$ cat src/rtl/fetch_queue.sv
// fetch_queue: fetch-PC register feeding a circular {instr, pc} queue with flush/mispredict redirect.
module fetch_queue #(
  parameter int          DEPTH    = 4,
  parameter logic [31:0] RESET_PC = 32'h0000_0000
) (
  input  logic                       CLK,
  input  logic                       nRST,
  input  logic                       ihit,
  input  logic [31:0]                imemload,
  input  logic [31:0]                pc_prediction,
  input  logic                       misprediction,
  input  logic [31:0]                correct_target,
  input  logic                       flush,
  input  logic [31:0]                correct_pc,
  input  logic                       stall,
  input  logic                       dispatch_free,
  output logic                       imemREN,
  output logic [31:0]                imemaddr,
  output logic [31:0]                instr,
  output logic [31:0]                pc,
  output logic                       instr_valid,
  output logic [$clog2(DEPTH+1)-1:0] count
);
  localparam int AW = $clog2(DEPTH);
  localparam int CW = $clog2(DEPTH + 1);
  logic [31:0]   instr_mem [DEPTH];
  logic [31:0]   pc_mem    [DEPTH];
  logic [31:0]   fetch_pc;
  logic [AW-1:0] head, tail;
  logic          full, redirect, push, pop;
  always_comb begin
    redirect    = flush || misprediction;
    full        = count == CW'(DEPTH);
    instr_valid = count != '0;
    imemREN     = !full && !stall && !redirect;
    imemaddr    = fetch_pc;
    push        = imemREN && ihit;
    pop         = instr_valid && dispatch_free && !stall && !redirect;
    instr       = instr_valid ? instr_mem[head] : 32'h0;
    pc          = instr_valid ? pc_mem[head] : 32'h0;
  end
  always_ff @(posedge CLK or negedge nRST) begin
    if (!nRST) begin
      fetch_pc <= RESET_PC;
      head     <= '0;
      tail     <= '0;
      count    <= '0;
    end else if (redirect) begin
      fetch_pc <= flush ? correct_pc : correct_target;
      head     <= '0;
      tail     <= '0;
      count    <= '0;
    end else begin
      if (push) begin
        fetch_pc <= pc_prediction;
        tail     <= tail + 1'b1;
      end
      if (pop) head <= head + 1'b1;
      count <= count + CW'(push) - CW'(pop);
    end
  end
  // Storage needs no reset: empty-queue outputs are masked to zero above.
  always_ff @(posedge CLK) begin
    if (push) begin
      instr_mem[tail] <= imemload;
      pc_mem[tail]    <= fetch_pc;
    end
  end
endmodule

$ cat config.mk
export PLATFORM = sky130hd
export DESIGN_NAME = fetch_queue
export DESIGN_NICKNAME = d
export VERILOG_FILES = /design/src/rtl/fetch_queue.sv
export SDC_FILE = /design/constraint.sdc
export NUM_CORES = 1
export LEC_CHECK = 0
export BUFFER_PORTS_ARGS = -buffer_cell sky130_fd_sc_hd__buf_4
export CORE_MARGIN = 3
export CORE_UTILIZATION = 35
export CTS_CLUSTER_SIZE = 20
export DETAILED_ROUTE_END_ITERATION = 8
export HOLD_SLACK_MARGIN = 0.02
export MAX_ROUTING_LAYER = met4
export PLACE_DENSITY = 0.66
export SLEW_MARGIN = 20
export SYNTH_ARGS = -nofsm -noshare
export SYNTH_HDL_FRONTEND = slang
export SYNTH_SLANG_ARGS = --single-unit
$ cat constraint.sdc
create_clock -name CLK -period 6.8 [get_ports CLK]
set_clock_uncertainty 0.05 [all_clocks]
set_input_delay 1.36 -clock CLK [delete_from_list [all_inputs] [get_ports CLK]]
set_output_delay 1.36 -clock CLK [all_outputs]
set_load 0.05 [all_outputs]
== Yosys cells after proc, flatten, opt, wreduce, memory -nomap -nowiden ==
Memories as Yosys holds them, arrays and structs flattened.
Index checks and enable logic that the tools add are counted.
Word-level totals
  flip-flop bits (word level): 39
  memory bits (writable): 256
  memories: 2
Memories
  instr_mem: words 4, bits a word 32, rd ports 1, clocked after Yosys merged registers in 0, write ports 1, RTL line 26  | logic [31:0] instr_mem [DEPTH];
  pc_mem: words 4, bits a word 32, rd ports 1, clocked after Yosys merged registers in 0, write ports 1, RTL line 27  | logic [31:0] pc_mem [DEPTH];
Cells by class
  add/subtract/negate cells: 4
  equal/unequal tests: 1
  muxes and demuxes: 12
  reductions and logical operators: 13
Operators by type and width (count)
  2-to-1 mux 32 bit: 5
  2-to-1 mux 2 bit: 4
  logical AND 1 bit: 6
  adder 2 x 1 -> 2 bit (second input constant): 2
  nonzero test 2 bit: 2
  adder 3 x 1 -> 3 bit: 1
  == test 3 bit (second input constant): 1
  logical NOT 1 bit: 3
  2-to-1 mux 3 bit: 1
  nonzero test 3 bit: 1
  subtractor 3 x 1 -> 3 bit: 1
  2-to-1 mux 1 bit: 2
  logical OR 1 bit: 1

== Longest topological paths before layout ==
  word-level depth: 8
  gate-level depth with buffers: 13
  gate-level depth less buffers: 11

== Worst setup path before layout ==
Ideal clock, no wire load.
  path type: input port to output port
  from: input misprediction
  to: output imemREN
  arrival time: 3168 ps
  data required time: 5390 ps
  slack: 2222 ps
  stages on the path: 5
  path buffers: 3
  cells stage by stage: buf_2 or2_2 clkbuf_1 clkbuf_1 nor3_1
Between the ends
  word-level cells in the longest chain between the ends: 3
Ends and longest elaborated chain
  start: declaration: RTL line 11  | input logic misprediction,
  logical OR 1 bit: RTL line 32  | redirect = flush || misprediction;
  logical NOT 1 bit: RTL line 35  | imemREN = !full && !stall && !redirect;
  logical AND 1 bit: RTL line 35
  end: declaration: RTL line 17  | output logic imemREN,
No other way between the ends.

== Worst setup path after layout ==
  from: register head[0]
  to: output instr[1]
Between the ends
  word-level cells in the longest chain between the ends: 2
Ends and longest elaborated chain
  start: declaration: RTL line 29  | logic [AW-1:0] head, tail;
  start signal: assignment: RTL line 58  | if (pop) head <= head + 1'b1;
  memory (4 x 32 bit)
  2-to-1 mux 32 bit: RTL line 39  | instr = instr_valid ? instr_mem[head] : 32'h0;
  end: declaration: RTL line 19  | output logic [31:0] instr,
No other way between the ends.

==> impl_results.md <==
- Logic pwr share: 0.074
- Post-Syn Nets: 855
- Cell Area, Synth: around 12000 um2
- FF-to-FF path depth: 11
- Lkg Pwr: roughly 5.6 nW
- Worst Setup SP: head[0]$_DFFE_PN0P_
- CP arrival: 3.17 ns
- Routed Antenna Nets: 0
- Cells after DPL: 1350
- CTS tree: yes
- Total power draw: 3.99 mW
- Fin Hold WS: 0.521 ns
- Worst-skew pair later-pin latency: about 0.56 ns
- Vias in the first global route: about 7.3k
- DR vias/cell: ~5.0
- Clock sink count: 295
- Worst Hold Launch: imemaddr[30]$_DFFE_PN0P_
- Die H: between 150 and 200 um
- Synth Area in XOR/XNOR: 0.000720
- Vias post-DR: around 7.1k
- Placer congestion estimate: around 0.83
- Core area: 33900 um2
- Post-cts sizing count: 0
- Total negative slack: 0 ns
- Period utilization: 0.674
- Worst r2r src: count[1]$_DFF_PN0_
- Root buffer cell: clkbuf_16
- # diodes: 0
- Sequential share of power: 0.514
- Syn-to-layout area delta: 25.9%
- Flops & latches, synth: 295
- Synth Area in Compound Gates: 0.0686
- CTS Hold Bufs: 0
- Routed Wire Length: between 20 and 30 mm
- EDFF count, synth: 256
- Initial antenna violation count: 0
- Hold path depth: 0
- Synth async-reset ratio: 0.132
- Primary FF master, synth: edfxtp_1
- Combinational family with the most area after synthesis: multiplexers
- Synth warnings: 0
- DRC: 0
- Post-synthesis sequential area ratio: 0.712
- CTS Buf Count: 30
- Net Sw Power: between 800 and 900 uW
- Starting Density: 0.359
- Worst-path maximum fanout: 39
- Worst slew pin tran: 1.07 ns
- RSZ-0062 raised after global routing: false
- Synth Area per Inst: ~17 um2
- Share of layout cells above drive strength 1: 0.379
- Final Slew Violations: 0
- Worst reg2reg setup slack: approximately 3.8 ns
- Maxcap violations: 0
- Crit path kind: reg2out
- Layout Cells excl Fill: 1408
- Fin nets: roughly 1.1k
- Internal power: ~3.1 mW
- Status: complete, no violations
- Maximum clock frequency: roughly 0.22 GHz
- Pwr dens: approximately 260 nW/um2
- Critical Path Start Type: flip-flop
- Post-synthesis simple-gate area fraction: 0.0555
- Clock power frac: 0.412
- Max Root-Sink Buffers: 3
- Initial DRC count: 379
- Crit path capture type: output port
- Worst vdd ir: between 150 and 200 uV
- Post-CTS setup buffers: 0
- Synth Area in Adders: 0.00782
- WL/cell: just over 20 um
- Worst EP required: roughly 5.4 ns
- Multiplexer share of the synthesized area: 0.119
- FP Rows: 67
- RR Endpoint: count[2]$_DFF_PN0_
- Synth unique cells: 33
- WHS Endpoint: pc_mem[2][30]$_DFFE_PP_
- Count of buffers from port buffering: roughly 240
- Die width: 192 um
- Final Hold Vio Count: 0
- DIE AREA: around 37000 um2
- First-pass GRT wire length: 43.2 mm
- Largest net degree at the start of global routing: between 60 and 70
- 1st-pass router iterations: 4
- Worst Hold Class: reg2reg
- Clk pin slew, worst setup/hold paths: around 0.06 ns
- Final setup fails: 0
- Syn Inst Count: 713
- Ports: approximately 240
- Tot GR Track Use: 0.159
- Crit path time final: between 4 and 5 ns
- CTS H-Tree Depth: 1
- Post-DP HPWL: around 18 mm
- Sw frac: 0.223
- GR Overflow Total: 0
- Max-slew headroom: 0.288
-- sequential cells by signal (all words and copies together), names as in the netlist --
register,count
count,3
pc_mem,128
imemaddr,32
instr_mem,128
head,2
tail,2
-- critical path: stages (launching register included) --
cell and delay [ns]:
dfrtp_4 0.98, buf_4 0.64, mux4_2 0.57, and2_1 0.19
buf_4 0.19
-- cell type report --
type                            count  area, um2
Sequential cell                   295       8670
Multi-Input combinational cell    329       3090
Inverter                           37        139
Clock buffer                       34        787
Tap cell                          448        561
Timing Repair Buffer              243       1860
Fill cell                        3003      18600
Clock inverter                     22        205
-- cells by family (layout without fill, tap and decap cells) --
family          after synthesis  after routing
compound gates              135            135
xor+xnor                      1              1
fa+ha+maj                     7              7
buf+inv                      89            336
flops                       295            295
mux                          65             65
simple gates                121            121
-- layer usage --
metal  vias to the layer above  wire, um  GRT usage
met1                      3554     12800      0.222
met3                        42      1860     0.0267
met4                         0       556     0.0401
met2                       276     13500      0.244
met5                         -         0          -
li1                       3205         -          -
-- cells in the mapped netlist (2+ instances only) --
master / n / share of area
buf_2: 14 / 0.0058
ha_1: 6 / 0.0062
a21oi_1: 36 / 0.015
a31oi_1: 32 / 0.016
and3_1: 4 / 0.0021
and2_1: 66 / 0.034
buf_12: 4 / 0.0066
edfxtp_1: 256 / 0.63
nor2_1: 35 / 0.011
a22o_1: 31 / 0.022
clkbuf_1: 28 / 0.0086
nand2b_1: 3 / 0.0015
dfrtp_1: 39 / 0.080
buf_1: 3 / 0.00093
mux4_2: 64 / 0.12
buf_6: 2 / 0.0019
nor3_1: 3 / 0.0012
o21ai_0: 35 / 0.014
inv_1: 37 / 0.011
nand3_1: 2 / 0.00082
-- layout by cell type, fill, tap and decap left out, types with 2 or more instances in the layout --
master      count
edfxtp_1      256
clkinv_1        8
o21ai_0        35
mux4_2         64
nor2_1         35
buf_4         241
clkbuf_16      31
nand3_1         2
clkbuf_1        3
bufinv_16       4
inv_1          36
clkinvlp_4      2
clkinv_2        8
nand2b_1        3
nor3_1          3
a31oi_1        32
and2_1         66
dfrtp_1        37
and3_4          4
ha_1            6
dfrtp_4         2
a21oi_1        36
a22o_1         31
-- power groups by stage --
stage | Sequential [mW] | Combinational [mW] | Clock (mW)
final | 2.05 | 0.294 | 1.65
after detailed placement | 2.09 | 0.297 | 0
after global routing | 2.06 | 0.316 | 1.76
after global placement | 2.09 | 0.294 | 0
after CTS | 2.05 | 0.297 | 1.68
after floorplan | 2.14 | 0.0913 | 0
-- worst max path at each step --
stage	end	slack, ns
after detailed placement	imemREN	2.49
after floorplan	imemREN	2.22
after CTS	pc[19]	2.11
final	instr[1]	2.22
after global routing	pc[15]	1.97
after global placement	imemREN	2.51
-- stage by stage --
step | util | instance area, um2 | setup slack [ns]
after floorplan | - | 12200 | 2.22
final | 0.452 | 15300 | 2.22
after global routing | 0.452 | 15300 | 1.97
after detailed placement | 0.421 | 14300 | 2.49
after CTS | 0.451 | 15300 | 2.11
after global placement | 0.421 | 14300 | 2.51
Note: power is estimated with default switching activity, not from simulation.
